$ cat config.mk
export PLATFORM = sky130hd
export DESIGN_NAME = led_shade_sequencer
export DESIGN_NICKNAME = d
export VERILOG_FILES = /design/src/rtl/led_shade_sequencer_pkg.sv /design/src/rtl/led_shade_sequencer_step.sv /design/src/rtl/led_shade_sequencer.sv
export SDC_FILE = /design/constraint.sdc
export NUM_CORES = 1
export LEC_CHECK = 0
export BUFFER_PORTS_ARGS = -buffer_cell sky130_fd_sc_hd__clkbuf_2
export CAP_MARGIN = 20
export CORE_MARGIN = 2
export CORE_UTILIZATION = 40
export DETAILED_ROUTE_END_ITERATION = 16
export GPL_TIMING_DRIVEN = 0
export PLACE_DENSITY = 0.63
export SKIP_CTS_REPAIR_TIMING = 1
export SLEW_MARGIN = 0
export SYNTH_ARGS = -nofsm -noshare
export SYNTH_HDL_FRONTEND = slang
export SYNTH_SLANG_ARGS = --single-unit
$ cat constraint.sdc
create_clock -name clk -period 4.2 [get_ports clk]
set_clock_uncertainty 0.1 [all_clocks]
set_input_delay 0.84 -clock clk [delete_from_list [all_inputs] [get_ports clk]]
set_output_delay 0.84 -clock clk [all_outputs]
set_load 0.05 [all_outputs]
$ cat src/rtl/led_shade_sequencer_pkg.sv
// Shared types and constants for the LED shade sequencer.
package led_shade_sequencer_pkg;

  localparam int NCH   = 8;
  localparam int DIV_W = 4;

  localparam logic [3:0] A_CTRL   = 4'd8;
  localparam logic [3:0] A_LVL    = 4'd9;
  localparam logic [3:0] A_STATUS = 4'd10;

  typedef enum logic [1:0] {
    MODE_DIRECT = 2'd0,
    MODE_FADE   = 2'd1,
    MODE_CHASE  = 2'd2,
    MODE_RSVD   = 2'd3
  } mode_e;

  typedef enum logic [1:0] {
    ST_IDLE   = 2'd0,
    ST_UPD    = 2'd1,
    ST_COMMIT = 2'd2
  } state_e;

  // Per-frame parameters frozen at the frame pulse so mid-frame host writes
  // only land on the next frame.
  typedef struct packed {
    mode_e      mode;
    logic [7:0] lvl;
    logic       step_en;
  } snap_t;

endpackage

$ cat src/rtl/led_shade_sequencer_step.sv
// Shared per-channel level step: one instance, time-multiplexed over channels.
module led_level_step
  import led_shade_sequencer_pkg::*;
(
  input  mode_e      mode,
  input  logic [7:0] cur,
  input  logic [7:0] tgt,
  input  logic [7:0] lvl,
  input  logic [2:0] ch,
  input  logic [2:0] pos,
  input  logic       step_en,
  output logic [7:0] nxt
);

  // Next level for the channel currently selected by the sequencer.
  always_comb begin
    nxt = tgt;
    case (mode)
      MODE_FADE: begin
        nxt = cur;
        if (step_en) begin
          if (cur < tgt)      nxt = cur + 8'd1;
          else if (cur > tgt) nxt = cur - 8'd1;
        end
      end
      MODE_CHASE: begin
        // Head at pos, a quarter-bright tail one channel behind (wraps 0 -> 7).
        if (ch == pos)               nxt = lvl;
        else if (ch == pos - 3'd1)   nxt = {2'b00, lvl[7:2]};
        else                         nxt = 8'd0;
      end
      default: nxt = tgt;
    endcase
  end

endmodule

$ cat src/rtl/led_shade_sequencer.sv
// Frame-synchronous brightness sequencer: serial per-channel update, atomic commit.
module led_shade_sequencer
  import led_shade_sequencer_pkg::*;
(
  input  logic       clk,
  input  logic       nreset,
  input  logic       fclk,
  input  logic       wr_en,
  input  logic [3:0] wr_addr,
  input  logic [7:0] wr_data,
  input  logic [3:0] rd_addr,
  output logic [7:0] rd_data,
  output logic       busy,
  output logic [7:0] data_a,
  output logic [7:0] data_b,
  output logic [7:0] data_c,
  output logic [7:0] data_d,
  output logic [7:0] data_e,
  output logic [7:0] data_f,
  output logic [7:0] data_g,
  output logic [7:0] data_h
);

  logic [NCH-1:0][7:0] tgt, cur, data;
  mode_e               mode;
  logic [DIV_W-1:0]    div, fcnt;
  logic [7:0]          lvl;
  logic [2:0]          pos, ch;
  logic                overrun;
  snap_t               snap;
  state_e              state, state_nx;
  logic [7:0]          step_out;

  logic fire, ctrl_wr, step_now;
  assign fire     = (state == ST_IDLE) && fclk;
  assign ctrl_wr  = wr_en && (wr_addr == A_CTRL);
  assign step_now = (fcnt == div);

  led_level_step u_step (
    .mode    (snap.mode),
    .cur     (cur[ch]),
    .tgt     (tgt[ch]),
    .lvl     (snap.lvl),
    .ch      (ch),
    .pos     (pos),
    .step_en (snap.step_en),
    .nxt     (step_out)
  );

  // FSM state register.
  always_ff @(posedge clk or negedge nreset) begin
    if (!nreset) state <= ST_IDLE;
    else         state <= state_nx;
  end

  // FSM next state: eight update cycles then one commit cycle.
  always_comb begin
    state_nx = state;
    case (state)
      ST_IDLE:   if (fclk) state_nx = ST_UPD;
      ST_UPD:    if (ch == 3'd7) state_nx = ST_COMMIT;
      ST_COMMIT: state_nx = ST_IDLE;
      default:   state_nx = ST_IDLE;
    endcase
  end

  // FSM outputs.
  always_comb begin
    busy = (state != ST_IDLE);
  end

  // Host-visible register file.
  always_ff @(posedge clk or negedge nreset) begin
    if (!nreset) begin
      tgt  <= '0;
      mode <= MODE_DIRECT;
      div  <= '0;
      lvl  <= '0;
    end else if (wr_en) begin
      if (!wr_addr[3]) tgt[wr_addr[2:0]] <= wr_data;
      else if (wr_addr == A_CTRL) begin
        div  <= wr_data[7:4];
        mode <= mode_e'(wr_data[1:0]);
      end else if (wr_addr == A_LVL) lvl <= wr_data;
    end
  end

  // Frame prescaler and chase head; a CTRL write restarts the prescale count.
  always_ff @(posedge clk or negedge nreset) begin
    if (!nreset) begin
      fcnt <= '0;
      pos  <= '0;
    end else begin
      if (ctrl_wr)   fcnt <= '0;
      else if (fire) fcnt <= step_now ? '0 : fcnt + DIV_W'(1);
      if (ctrl_wr && (mode_e'(wr_data[1:0]) != mode))
        pos <= '0;
      else if (state == ST_COMMIT && snap.mode == MODE_CHASE && snap.step_en)
        pos <= pos + 3'd1;
    end
  end

  // Frame snapshot, channel index and working levels.
  always_ff @(posedge clk or negedge nreset) begin
    if (!nreset) begin
      snap <= '0;
      ch   <= '0;
      cur  <= '0;
    end else if (fire) begin
      snap <= '{mode: mode, lvl: lvl, step_en: step_now};
      ch   <= '0;
    end else if (state == ST_UPD) begin
      cur[ch] <= step_out;
      ch      <= ch + 3'd1;
    end
  end

  // Atomic commit of all channels to the PWM.
  always_ff @(posedge clk or negedge nreset) begin
    if (!nreset)                 data <= '0;
    else if (state == ST_COMMIT) data <= cur;
  end

  // Overrun flag; a frame pulse dropped while busy beats a same-cycle clear.
  always_ff @(posedge clk or negedge nreset) begin
    if (!nreset) overrun <= 1'b0;
    else if (fclk && state != ST_IDLE) overrun <= 1'b1;
    else if (wr_en && wr_addr == A_STATUS && wr_data[1]) overrun <= 1'b0;
  end

  // Registered read mux.
  always_ff @(posedge clk or negedge nreset) begin
    if (!nreset) rd_data <= '0;
    else if (!rd_addr[3]) rd_data <= tgt[rd_addr[2:0]];
    else begin
      case (rd_addr)
        A_CTRL:   rd_data <= {div, 2'b00, mode};
        A_LVL:    rd_data <= lvl;
        A_STATUS: rd_data <= {6'b0, overrun, busy};
        default:  rd_data <= 8'd0;
      endcase
    end
  end

  assign data_a = data[0];
  assign data_b = data[1];
  assign data_c = data[2];
  assign data_d = data[3];
  assign data_e = data[4];
  assign data_f = data[5];
  assign data_g = data[6];
  assign data_h = data[7];

endmodule

# After elaboration in Yosys (flattened, before gate mapping)
# Cells that the tools add are included.
# totals
latchBits,0
input_bits,20
ram_bits,0
memories,0
rom_bits,0
reg_bits,238
# classes
eq_ne,17
n_mux,32
n_addsub,6
bitwise_logic,3
multipliers,0
n_div,0
n_reduce_logical,21
n_shift,0
magnitude_cmp,7
# op_table
cell,count
$bwmux 64,2
$mux 8,10
$bmux 8 s3,3
$demux 8 s3,2
$eq 4x4->1 const B,6
$pmux 8 s3,1
$pmux 8 s2,1
$lt 3x4->1 const B,3
$mux 3,4
$mux 4,3
$logic_and 1x1->1,10
$reduce_bool 2->1,5
$add 8x1->8 const B,1
$gt 8x8->1,1
$lt 8x8->1,1
$sub 8x1->8 const B,1
$add 3x1->3 const B,2
$eq 3x3->1,2
$ge 3x1->1 const B,2
$mux 6,1
$reduce_and 2->1,3
$add 4x1->4 const B,1
$eq 2x1->1 const B,2
$eq 2x2->1 const B,2
12 further kinds,17

# Logic depth before layout (Yosys ltp)
# logic_depth
word_depth,8
depth_mapped,15
mapped_depth_nobuf,12

# Hierarchy
# Synthesis repeated with hierarchy kept, for this count alone.
# hier_totals
cells_unflattened,838
hier_area_um2,11638.7
# by_module_without_submodules
module,n_inst,area_per_inst_um2,seq_area_each_um2,cells_per_inst
led_shade_sequencer,1,10731.5,5955.7,703
led_level_step,1,907.1,0.0,135

# Least setup slack after synthesis
# No wires, ideal clock.
# synth_timing
kind,flip-flop to flip-flop
start,register ch[0]
end,register cur[52] (netlist bit)
setup_slack_ps,-95
period_less_slack_ps,4295
required_time_ps,3975
path_buffers,4
setup_ps,125
stages_incl_launch_ff,16
t_arrival_ps,4070
cell_sequence,dfrtp_1 buf_2 buf_2 buf_2 buf_2 mux4_2 mux2i_1 ha_1 a21oi_1 nand2_1 a21oi_1 a32oi_1 or3_1 a31oi_1 a21oi_1 mux2_2
# synth_between
elab_chain_len,8
# synth_rtl
element,line,source
start: declaration,led_shade_sequencer.sv:28,"logic [2:0] pos, ch;"
start signal: assignment,led_shade_sequencer.sv:114,ch <= ch + 3'd1;
"$bmux 8 s3, on equally long branches","led_shade_sequencer.sv:41, led_shade_sequencer.sv:42",
"$mux 8, on equally long branches","led_shade_sequencer.sv:41, led_shade_sequencer.sv:42",
$sub 8x1->8 / $gt 8x8->1 (equally long branches),led_shade_sequencer_step.sv:23,else if (cur > tgt) nxt = cur - 8'd1;
$mux 8,led_shade_sequencer_step.sv:23,
$mux 8,led_shade_sequencer_step.sv:22,if (cur < tgt) nxt = cur + 8'd1;
$mux 8,led_shade_sequencer_step.sv:21,if (step_en) begin
$pmux 8 s2,led_shade_sequencer_step.sv:18,case (mode)
$bwmux 64 (*),led_shade_sequencer.sv:113,cur[ch] <= step_out;
end signal: indexed assignment,led_shade_sequencer.sv:113,
end: declaration,led_shade_sequencer.sv:24,"logic [NCH-1:0][7:0] tgt, cur, data;"
# Every way passes the cells marked *; elsewhere a longest branch is shown, timed or not. The select of a mux whose other input is x is not followed.
# A chain may end at the register's enable or synchronous reset.

# Final worst setup path
# layout_timing
start,register ch[0]
end,register cur[20] (netlist bit)
# Same word-level chain as after synthesis.

==> summary.md <==
| Metric | Value |
|---|---|
| Layout cells sized above 1 | 29.29% |
| Router iterations before antenna repair | 5 |
| Post-route ant nets | 0 |
| Post-Synth XOR/XNOR Area | 1.146% |
| Rows | 61 |
| Worst slew margin | 36.05% |
| Max-Cap Viols | 0 |
| P_leak | 0.006392 uW |
| Distinct cells, synth | 54 |
| Non-Filler Instances | 1,549 |
| Crit path buf inv count | 3 |
| Critical Path Max Stage Delay | 0.50 ns |
| Routability Congestion | 0.8475 |
| Final global-route overflow total | 0 |
| CTS Buf Count | 27 |
| Minimum clock period | 4.013 ns |
| Mapped Nets | 1,060 |
| Initial core utilization | 40.93% |
| # H-tree levels | 1 |
| Slew @ Worst Pin | 0.9550 ns |
| Dpl cells | 1,487 |
| Synth Area in Adders | 1.855% |
| Fin. Hold Viols | 0 |
| Via/cell ratio | 5.355 |
| Die Y | 173.3 um |
| Syn. warnings | 0 |
| Fmax | 249.2 MHz |
| Worst path most repeated cell | mux2_2 |
| Synth Flop Type | dfrtp_1 |
| Worst setup SP type | flop |
| Worst vdd ir | 0.3953 mV |
| Mapped Cells | 1,023 |
| CTS clk-pin slew, worst paths | 0.06 ns |
| Routed WL | 29.59 mm |
| Most frequent cells in the layout | nand2_1 (288), dfrtp_1 (238), mux2_2 (110) |
| First-pass GRT wire length | 46.75 mm |
| Clk buf depth | 3 |
| Clock Sinks | 238 |
| Core Area | 0.02801 sq mm |
| Cell area power density | 864.3 mW/mm^2 |
| Setup TNS | 0 ns |
| Final period util | 95.55% |
| Yosys reg bits | 238 |
| Critical-path top delay cell | mux4_2 |
| Worst Setup End Kind | flop |
| Crit Reg-Reg Endpoint | cur[20] |
| Combinational family with the most area after synthesis | multiplexers |
| Most common cell after layout, fill and taps aside | nand2_1 |
| Number of top-level pins | 93 |
| Final-report max-slew violation count | 0 |
| Crit path required time | 4.51 ns |
| R2R Path Start | ch[0] |
| Flop2flop setup slack | 0.19 ns |
| Largest net degree at the start of global routing | 111 |
| Mux share of post-synthesis cell area | 22.00% |
| RSZ-0062 raised after global routing | false |
| R2R depth | 14 |
| Post-synth EDFFs | 0 |
| Sequential share of the synthesized area | 51.95% |
| Post-synthesis cell area | 0.01146 sq mm |
| CP Class | reg2reg |
| Syn_area_per_cell | 11.21 sq um |
| Skew-Pair Late Insertion Delay | 0.54 ns |
| Synth Area in Compound Gates | 6.243% |
| Routed WL per cell | 19.10 um |
| DP HPWL | 20.90 mm |
| Port Buffer Count | 84 |
| Clk Tree Root Cell | clkbuf_16 |
| Vias in the first global route | 8,313 |
| Die ar. | 0.03003 sq mm |
| Area Overhead vs Synth | 19.52% |
| Synth Area in Simple Gates | 14.07% |
| Hold Path Class | in2async |
| Critical-path cell list | buf_6 -> buf_12 -> buf_4 -> mux4_2 -> mux2_2 -> ha_1 -> nand4_1 -> or2_2 -> and3_1 -> a32oi_2 -> o21ai_0 -> a31oi_2 -> a21oi_4 -> mux2_2 |
| Width of the die | 173.3 um |
| N_diodes | 0 |
| Asr flop ratio synth | 100.0% |
| Outcome | finished clean |
| Endpoints failing setup | 0 |
| 1st-iter DRT viols | 601 |
| Worst path arrival time | 4.32 ns |
| GRT Resource Usage Total | 19.78% |
| CTS tree | built |
| Fin Hold WS | 0.1739 ns |
| DRC violations left | 0 |
| Worst Path Max Fanout | 8 |
| Worst path top cell family by delay | multiplexers |
| Nets | 1,188 |
| Initial antenna violation count | 0 |
| Via count | 8,295 |
## through the flow
stage	util [%]	power [uW]	instance area, sq um	setup slack [ns]
after global routing	48.91	12520	13700	0.02373
after detailed placement	44.39	8728	12430	-1.297
after CTS	47.74	11210	13370	-1.339
after floorplan	-	7269	11470	0.06919
after global placement	44.13	8613	12360	-2.679
final	48.91	11840	13700	0.1870
## power breakdown
part           switching [uW]  internal, uW
Combinational            3440          2290
Clock                     950          1500
Sequential                614          3050
## flip-flops by register name (all words and copies together), names as in the netlist, 2 cells and up
name and count:
tgt 64, ch 3, data_d 8, mode 2, div 4, data_h 8, data_g 8, snap 11
data_b 8, data_e 8, data_c 8, lvl 8, data_f 8, rd_data 8, data_a 8, fcnt 4
pos 3, cur 64, state 2
## worst reg2reg max path, delay by kind of cell (launching register included)
| kind | cells | cell delay, ns |
|---|---|---|
| mux | 3 | 1.12 |
| compound gates | 4 | 0.75 |
| simple gates | 3 | 0.77 |
| fa+ha+maj | 1 | 0.35 |
| buf+inv | 3 | 0.43 |
| flops | 1 | 0.37 |
## synth_stat cells (all sizes together) (2+ instances only)
library cell / number / area, sq um
a221o: 3 / 30.03
clkbuf: 39 / 146.4
buf: 23 / 98.84
ha: 17 / 212.7
a221oi: 3 / 26.28
nor2b: 14 / 87.58
o211ai: 2 / 15.01
xnor2: 10 / 87.58
a31oi: 6 / 73.82
a21o: 2 / 16.27
and2: 7 / 43.80
or3: 2 / 12.51
a22oi: 2 / 15.01
nand4: 8 / 50.05
o22ai: 8 / 50.05
o21ai: 38 / 190.2
a21boi: 2 / 15.01
dfrtp: 238 / 5956
nor3: 6 / 30.03
xor2: 5 / 43.79
a21oi: 24 / 123.9
nand2b: 3 / 18.77
nor2: 27 / 101.4
nand3: 16 / 80.08
mux2i: 19 / 202.7
and3: 10 / 62.56
inv: 18 / 67.56
mux4: 48 / 1081
mux2: 110 / 1239
nand2: 288 / 1081
o31ai: 10 / 75.07
a22o: 4 / 43.80
## how the worst max path moves through the flow
| stage | from | cells past startpoint | slack (ns) | to |
|---|---|---|---|---|
| global route | ch[0] | 15 | 0.02 | cur[27] |
| global placement | nreset | 1 | -2.68 | tgt[29] |
| finish | ch[0] | 14 | 0.19 | cur[20] |
| floorplan | ch[0] | 15 | 0.07 | cur[52] |
| detailed placement | ch[2] | 15 | -1.30 | cur[41] |
| CTS | ch[2] | 15 | -1.34 | cur[25] |
## per-layer routing
layer	share of wire (%)	vias up	track usage, %
li1	-	3845	-
met1	44	4158	26.85
met2	48	238	32.68
met3	5.4	54	3.092
met4	2.7	0	6.427
met5	0	-	0
## layout make-up
class,count,area [sq um]
Inverter,18,67.56
Multi-Input combinational cell,705,5356
Buffer,61,321.6
Sequential cell,238,5956
Clock buffer,39,800.8
Clock inverter,10,136.4
Timing Repair Buffer,100,589.3
Fill cell,2577,14310
Tap cell,378,473.0
## kinds of logic after synthesis
family                     count (synthesis)
DFF                                      238
muxes                                    177
buffers and inverters                     80
xor gates and xnor gates                  15
AOI/OAI and AO/OA                        109
adders and majority gates                 17
and+or+nand+nor                          387
(Power assumes the default switching activity.)
